`config.mk`:
```
export PLATFORM = sky130hd
export DESIGN_NAME = id_ex_skid_latch
export DESIGN_NICKNAME = d
export VERILOG_FILES = /design/src/rtl/id_ex_skid_latch.sv
export SDC_FILE = /design/constraint.sdc
export NUM_CORES = 1
export LEC_CHECK = 0
export BUFFER_PORTS_ARGS = -buffer_cell sky130_fd_sc_hd__buf_2
export CAP_MARGIN = 20
export CORE_ASPECT_RATIO = 1.75
export CORE_MARGIN = 4
export CORE_UTILIZATION = 50
export CTS_BUF_LIST = sky130_fd_sc_hd__clkbuf_2 sky130_fd_sc_hd__clkbuf_4 sky130_fd_sc_hd__clkbuf_8
export DETAILED_ROUTE_END_ITERATION = 10
export PLACE_DENSITY = 0.77
export SKIP_CTS_REPAIR_TIMING = 1
export SLEW_MARGIN = 20
export SYNTH_ARGS = -nofsm -noshare
export SYNTH_HDL_FRONTEND = slang
export SYNTH_SLANG_ARGS = --single-unit
```
`constraint.sdc`:
```
create_clock -name CLK -period 1.78 [get_ports CLK]
set_input_delay 0.267 -clock CLK [delete_from_list [all_inputs] [get_ports CLK]]
set_output_delay 0.267 -clock CLK [all_outputs]
set_load 0.02 [all_outputs]
```
`src/rtl/id_ex_skid_latch.sv`:
```
// id_ex_skid_latch: decode-to-execute boundary built as a DEPTH-entry circular skid buffer.
// Valid/ready on both sides; in_ready never depends on out_ready, so an EX stall does not
// ripple combinationally back into decode. Synchronous flush squashes all entries; a
// pushed halt bundle stops intake until flushed.
// Optional build macro PERF_CNT_EN adds stall/bubble/flush counters and their output ports.
module id_ex_skid_latch #(
    parameter int unsigned DATA_W = 32,
    parameter int unsigned CTRL_W = 16,
    parameter int unsigned DEPTH  = 2
) (
    input  logic                   CLK,
    input  logic                   nRST,
    input  logic                   in_valid,
    output logic                   in_ready,
    input  logic [DATA_W-1:0]      in_npc,
    input  logic [DATA_W-1:0]      in_imemload,
    input  logic [DATA_W-1:0]      in_rdat1,
    input  logic [DATA_W-1:0]      in_rdat2,
    input  logic [DATA_W-1:0]      in_imme,
    input  logic [CTRL_W-1:0]      in_ctrl,
    input  logic                   in_halt,
    input  logic                   flush,
    output logic                   out_valid,
    input  logic                   out_ready,
    output logic [DATA_W-1:0]      out_npc,
    output logic [DATA_W-1:0]      out_imemload,
    output logic [DATA_W-1:0]      out_rdat1,
    output logic [DATA_W-1:0]      out_rdat2,
    output logic [DATA_W-1:0]      out_imme,
    output logic [CTRL_W-1:0]      out_ctrl,
    output logic                   out_halt,
    output logic                   halted,
    output logic                   drained,
    output logic [$clog2(DEPTH):0] count
`ifdef PERF_CNT_EN
    ,
    output logic [31:0]            perf_stall,
    output logic [31:0]            perf_bubble,
    output logic [31:0]            perf_flush
`endif
);

    localparam int unsigned PTR_W = $clog2(DEPTH);
    localparam int unsigned CNT_W = PTR_W + 1;

    logic [DATA_W-1:0] npc_mem     [DEPTH];
    logic [DATA_W-1:0] imemload_mem[DEPTH];
    logic [DATA_W-1:0] rdat1_mem   [DEPTH];
    logic [DATA_W-1:0] rdat2_mem   [DEPTH];
    logic [DATA_W-1:0] imme_mem    [DEPTH];
    logic [CTRL_W-1:0] ctrl_mem    [DEPTH];
    logic              halt_mem    [DEPTH];

    logic [PTR_W-1:0] wr_ptr_q, wr_ptr_d;
    logic [PTR_W-1:0] rd_ptr_q, rd_ptr_d;
    logic [CNT_W-1:0] count_q, count_d;
    logic             halted_q, halted_d;
    logic             push, pop;

    // Flush blocks intake so a bundle presented alongside it is dropped.
    assign in_ready  = (count_q < CNT_W'(DEPTH)) && !halted_q && !flush;
    assign out_valid = (count_q != '0);
    assign push      = in_valid && in_ready;
    assign pop       = out_valid && out_ready;

    // Next-state for pointers, occupancy and halt tracking; flush overrides everything.
    always_comb begin
        wr_ptr_d = wr_ptr_q;
        rd_ptr_d = rd_ptr_q;
        count_d  = count_q;
        halted_d = halted_q;
        if (flush) begin
            wr_ptr_d = '0;
            rd_ptr_d = '0;
            count_d  = '0;
            halted_d = 1'b0;
        end else begin
            // Pointers wrap by natural overflow since DEPTH is a power of two.
            if (push) begin
                wr_ptr_d = wr_ptr_q + PTR_W'(1);
            end
            if (pop) begin
                rd_ptr_d = rd_ptr_q + PTR_W'(1);
            end
            if (push && !pop) begin
                count_d = count_q + CNT_W'(1);
            end else if (pop && !push) begin
                count_d = count_q - CNT_W'(1);
            end
            if (push && in_halt) begin
                halted_d = 1'b1;
            end
        end
    end

    // Control state registers.
    always_ff @(posedge CLK or negedge nRST) begin
        if (!nRST) begin
            wr_ptr_q <= '0;
            rd_ptr_q <= '0;
            count_q  <= '0;
            halted_q <= 1'b0;
        end else begin
            wr_ptr_q <= wr_ptr_d;
            rd_ptr_q <= rd_ptr_d;
            count_q  <= count_d;
            halted_q <= halted_d;
        end
    end

    // Bundle storage; zeroed on reset so the head reads zero immediately, untouched by flush.
    always_ff @(posedge CLK or negedge nRST) begin
        if (!nRST) begin
            for (int i = 0; i < int'(DEPTH); i++) begin
                npc_mem[i]      <= '0;
                imemload_mem[i] <= '0;
                rdat1_mem[i]    <= '0;
                rdat2_mem[i]    <= '0;
                imme_mem[i]     <= '0;
                ctrl_mem[i]     <= '0;
                halt_mem[i]     <= 1'b0;
            end
        end else if (push) begin
            npc_mem[wr_ptr_q]      <= in_npc;
            imemload_mem[wr_ptr_q] <= in_imemload;
            rdat1_mem[wr_ptr_q]    <= in_rdat1;
            rdat2_mem[wr_ptr_q]    <= in_rdat2;
            imme_mem[wr_ptr_q]     <= in_imme;
            ctrl_mem[wr_ptr_q]     <= in_ctrl;
            halt_mem[wr_ptr_q]     <= in_halt;
        end
    end

    // Head fields come straight from storage, so they are registered; stale when empty.
    assign out_npc      = npc_mem[rd_ptr_q];
    assign out_imemload = imemload_mem[rd_ptr_q];
    assign out_rdat1    = rdat1_mem[rd_ptr_q];
    assign out_rdat2    = rdat2_mem[rd_ptr_q];
    assign out_imme     = imme_mem[rd_ptr_q];
    assign out_ctrl     = ctrl_mem[rd_ptr_q];
    assign out_halt     = halt_mem[rd_ptr_q];

    assign halted  = halted_q;
    assign drained = halted_q && (count_q == '0);
    assign count   = count_q;

`ifdef PERF_CNT_EN
    logic [31:0] stall_cnt_q, bubble_cnt_q, flush_cnt_q;

    // Performance counters; stall/bubble clear on flush, flush_cnt keeps counting across flushes.
    always_ff @(posedge CLK or negedge nRST) begin
        if (!nRST) begin
            stall_cnt_q  <= '0;
            bubble_cnt_q <= '0;
            flush_cnt_q  <= '0;
        end else begin
            if (flush) begin
                stall_cnt_q  <= '0;
                bubble_cnt_q <= '0;
                flush_cnt_q  <= flush_cnt_q + 32'd1;
            end else begin
                if (in_valid && !in_ready) begin
                    stall_cnt_q <= stall_cnt_q + 32'd1;
                end
                if (out_ready && !out_valid) begin
                    bubble_cnt_q <= bubble_cnt_q + 32'd1;
                end
            end
        end
    end

    assign perf_stall  = stall_cnt_q;
    assign perf_bubble = bubble_cnt_q;
    assign perf_flush  = flush_cnt_q;
`endif

endmodule

```
==> reports/metrics.cfg, run 1 <==
[global_routing]
grt_remaining_overflow = 0
grt_max_degree = 60
grtUsageTotal = 0.2123
grt_pass1_wl_mm = 58.10
antenna_found_initial = 5
grt_pass1_vias = 10860

[critical_path]
end_kind = output port
cpPeakStageDelay_ns = 0.45
crit_required_ns = 1.51
path_cells = buf_12, clkbuf_16, mux2_2, buf_2
critical_path.startpoint_type = flop
crit_type = reg -> out
r2r_cells = 5
worst_path_max_delay_cell = dfrtp_4
worstPathArrival_ns = 1.95
critical_path.max_fanout = 14

[timing]
fin_crit_ns = 2.221
fmax_mhz = 450.2
tightest_slew_ns = 0.4744
setup_violations = 179
hold_viol = 0
finClkSkew_ns = 0.02233
rsz0062_at_grt = yes
slew_viol_final = 0
slew_headroom = 0.6837
holdWs_ns = 0.04342
post-route-period-util = 1.248
fin_ws_ns = -0.4411

[route]
num_vias = 10650
routedWlPerCell_um = 20.89
ant_nets = 0
avgViaCountPerCell = 5.279
drt_iter0_drc = 273
routed_wirelength_mm = 42.15
dr.pass1.iters = 4
drc_errors = 0

[floorplan]
core-area_um2 = 30840
die_w_um = 141.6
start_util = 0.5060
pin_count = 365
dieArea_um2 = 34220
fp.dieH_um = 241.7
num_rows = 85

[logic_synthesis]
synth_edf_count = 0
avgSynthCellArea_um2 = 16.06
synth_cell_types = 25
postSynthRegisterBits = 359
synth_flop_cell = dfrtp_1
synth_fp_nets = 1154
yosys_warnings = 0
seq_area_frac_synth = 0.5756
netlist_area_um2 = 15610
async_flop_share = 1.000
synth_cells = 972

[cts]
cts_root_buf = clkbuf_8
cts.sinks = 359
numCtsBuffers = 53
clk_latency_ns = 0.59
cts_tree = yes
h-tree-depth = 2
clk_path_buf_depth = 3
clk_pin_slew_worst_paths_ns = 0.06

[cells_and_area]
drive_gt1_frac = 0.6535
layout_commonest_cell = mux2_2
seq_area_um2 = 8990
fin_cells = 2018
final_cell_mix = mux2_2, dfrtp_1, buf_2
nFillCells = 1976
syn2layout_area_growth_pct = 38.69
nets = 1764
multi_input_area_um2 = 6237

[worst_hold_path]
hold_depth = 4
hold_class = in -> reg

[placed_design]
hpwl_mm = 27.00
port_buffers = 364
dp_cells = 1729
gp_congestion = 0.8016
pre_cts_slack_ns = 0.04804

[power]
p_per_area_nw_per_um2 = 1300
power_leakage_nw = 9.922
irDropWorstVdd_v = 0.001064

[outcome]
violations = setup timing
status = finished, violations left

[job]
maxCapViolCount = 0

-- per-stage QoR --
step                      cell area [um2]  total power [mW]  setup TNS, ns    util
after floorplan                     15680             17.74         -9.778       -
after global placement              18450             20.21              0  0.5982
after detailed placement            18450             20.63              0  0.5982
after CTS                           19550             27.49         -77.48  0.6338
after global routing                21650             29.52         -81.26  0.7018
final                               21650             28.13         -69.59  0.7018
-- worst max-delay path: cells and delay by family (launching register included) --
family / cells / cell delay, ns
flip-flops: 1 / 0.45
buffers and inverters: 3 / 0.54
multiplexers: 1 / 0.35
-- registers in the layout (all words and copies together), names as in the netlist --
register      count
imemload_mem     64
imme_mem         64
npc_mem          64
rdat1_mem        64
rdat2_mem        64
ctrl_mem         32
count             2
halt_mem          2
halted            1
rd_ptr_q          1
wr_ptr_q          1
-- cell families after synthesis --
| family | share of synthesized area |
|---|---|
| and+or+nand+nor | 0.006174 |
| buffers and inverters | 0.02902 |
| xor gates and xnor gates | 0.001684 |
| muxes | 0.3855 |
| DFF | 0.5756 |
| AOI/OAI and AO/OA | 0.002004 |
-- area by class of cell --
cell class | instances | area share
flip-flops and latches | 359 | 0.4153
multi-input cells | 553 | 0.2881
repair buffers | 614 | 0.2225
clock buffers | 87 | 0.04867
well taps | 391 | 0.02260
clock inverters | 8 | 0.001965
diodes | 5 | 0.0005780
inverters | 1 | 0.0001734
-- cell usage after synthesis, drive strengths merged, types with 2 or more instances --
cell / instances / area, um2
mux2: 531 / 6017
dfrtp: 359 / 8984
buf: 54 / 430.4
clkbuf: 5 / 18.77
nor2: 4 / 15.01
a21oi: 2 / 10.01
nand2b: 2 / 12.51
xor2: 2 / 17.52
-- final timing paths --
| check | start | end | slack [ns] |
|---|---|---|---|
| min | out_ready | count[1] | 0.04 |
| max in group asynchronous | nRST | rdat1_mem[16] | 0.84 |
| max | rd_ptr_q | out_rdat2[29] | -0.44 |
| min reg2reg | rdat1_mem[44] | rdat1_mem[44] | 0.48 |
| min in group asynchronous | nRST | ctrl_mem[4] | 0.21 |
| max reg2reg | count[1] | rdat1_mem[41] | 0.01 |
-- metal layers --
layer  routed length, um  vias to the layer above  GRT usage
li1                    -                     4721          -
met1               14640                     5456     0.2249
met2               23560                      355     0.3914
met3                1918                      121    0.04289
met4                2028                        0     0.1065
met5                   0                        -          0
-- power breakdown --
group / switching, mW / internal (mW) / total [mW]
clock network: 3.11 / 3.72 / 6.83
registers: 1.36 / 10.9 / 12.2
logic: 4.28 / 4.80 / 9.09
(Power assumes the default switching activity.)
==> run 2, diff against run 1 <==
Settings changed: BUFFER_PORTS_ARGS -buffer_cell sky130_fd_sc_hd__buf_2 to -buffer_cell sky130_fd_sc_hd__clkbuf_2.
==> run 2 against run 1 <==
Effect of this change:
- the run still ends with setup timing left
- register-to-register slack worse by 0.09 ns
- routed wire length decreased by 2.1%
- critical path type unchanged
- hold slack got worse by 0.0084 ns
- non-clock buffer count increased by 3
- maximum frequency fell by 0.43%
==> reports/metrics.cfg, run 2 (synthesized netlist as in run 1, its figures left out) <==
[critical_path]
r2r_cells = 6
cp.depth = 4
crit_end = out_imme[30]
r2r-end = rdat1_mem[45]
crit_buf_inv = 3
crit_top_cell = buf_12
cp_top_family = buffers and inverters
crit_type = reg -> out
worst_path_max_delay_cell = dfrtp_4
worstPathArrival_ns = 1.96
critical_path.startpoint_type = flop
end_kind = output port
r2r_setup_slack_ns = -0.08
cpPeakStageDelay_ns = 0.46
path_cells = buf_12, buf_12, mux2_2, clkbuf_2
crit_required_ns = 1.51
crit_start = rd_ptr_q
r2r-start = count[1]
critical_path.max_fanout = 20

[outcome]
status = finished, violations left
violations = setup timing

[global_routing]
grtUsageTotal = 0.2092
grt_pass1_wl_mm = 57.41
grt_max_degree = 69
grt_pass1_vias = 10720
antenna_found_initial = 12
grt_remaining_overflow = 0

[timing]
slew_viol_final = 0
post-route-period-util = 1.253
fin_ws_ns = -0.4506
setup_violations = 331
finClkSkew_ns = 0.02800
fmax_mhz = 448.3
hold_viol = 0
slew_headroom = 0.7467
rsz0062_at_grt = yes
fin_crit_ns = 2.231
tightest_slew_ns = 0.3800

[cells_and_area]
layout_commonest_cell = mux2_2
nets = 1765
final_cell_mix = mux2_2, dfrtp_1, clkbuf_2
drive_gt1_frac = 0.6541
postLayoutCellArea_um2 = 21690
syn2layout_area_growth_pct = 38.99
nFillCells = 1941

[floorplan]
start_util = 0.5060
die_w_um = 141.6
pin_count = 365
num_rows = 85
core-area_um2 = 30840
fp.dieH_um = 241.7
dieArea_um2 = 34220

[placed_design]
hpwl_mm = 26.75
pre_cts_slack_ns = 0.07408
port_buffers = 364
gp_congestion = 0.8068
dpl_cell_area_um2 = 18440

[route]
avgViaCountPerCell = 5.270
ant_nets = 0
dr.pass1.iters = 4
routedWlPerCell_um = 20.41
num_vias = 10660
routed_wirelength_mm = 41.28
drc_errors = 0
drt_iter0_drc = 348

[cts]
h-tree-depth = 2
numCtsBuffers = 51
clk_path_buf_depth = 3
clk_pin_slew_worst_paths_ns = 0.07
clk_latency_ns = 0.58
cts_tree = yes
cts_root_buf = clkbuf_8
cts.sinks = 359

[power]
p_per_area_nw_per_um2 = 1298
power_leakage_nw = 10.00
irDropWorstVdd_v = 0.0008846

[worst_hold_path]
hold_class = in -> reg

[job]
maxCapViolCount = 0

==> run 2: cell count changes in the layout (fill, tap and decap cells not counted), sizes merged <==
cell,previous run,this run
buf,431,120
bufinv,0,2
clkbuf,90,404
clkinv,7,1
clkinvlp,1,0
diode,5,12
dlygate4sd3,180,179
==> run 2: final cells by class <==
class | instances | area (um2) | area share
diodes | 12 | 30.03 | 0.001384
clock buffers | 86 | 1046 | 0.04822
clock inverters | 3 | 65.06 | 0.002999
inverters | 1 | 3.754 | 0.0001730
multi-input cells | 553 | 6241 | 0.2877
flip-flops and latches | 359 | 8990 | 0.4144
well taps | 391 | 489.2 | 0.02255
repair buffers | 617 | 4827 | 0.2225
==> run 2: worst min path at each step <==
stage	start	to	depth (start not counted)
4_1_cts	nRST	rdat2_mem[13]	1
3_5_place_dp	nRST	rdat2_mem[3]	1
5_1_grt	in_valid	halted	3
6_report	in_valid	halted	3
3_3_place_gp	nRST	rdat2_mem[3]	1
2_1_floorplan	nRST	count[0]	0
==> run 2: per-layer routing <==
| metal | global-route usage | vias up | wire [um] |
|---|---|---|---|
| met1 | 0.2263 | 5417 | 14200 |
| met3 | 0.04566 | 123 | 2093 |
| met5 | 0 | - | 0 |
| met4 | 0.09972 | 0 | 1923 |
| met2 | 0.3809 | 374 | 23060 |
| li1 | - | 4741 | - |
==> run 2: worst register-to-register path, cell delays in order (launching register included) <==
cell,delay [ns]
dfrtp_2,0.41
buf_4,0.14
nor3_4,0.14
and3b_4,0.29
buf_12,0.18
buf_12,0.20
mux2_2,0.36
==> run 2: report_power, final <==
group / internal (mW) / switching, mW
Sequential: 10.9 / 1.33
Clock: 3.96 / 3.02
Combinational: 4.73 / 4.27
==> run 2: per-stage QoR <==
stage | TNS [ns] | hold WS (ns) | power [mW] | instances | util
floorplan | -9.778 | -0.02859 | 17.74 | 972 | -
global placement | 0 | 0.1606 | 20.23 | 1724 | 0.5978
detailed placement | 0 | 0.1662 | 20.63 | 1724 | 0.5978
CTS | -79.29 | -0.4752 | 27.68 | 1813 | 0.6338
global route | -90.88 | 0.02696 | 29.55 | 2022 | 0.7033
finish | -73.65 | 0.03497 | 28.16 | 2022 | 0.7033
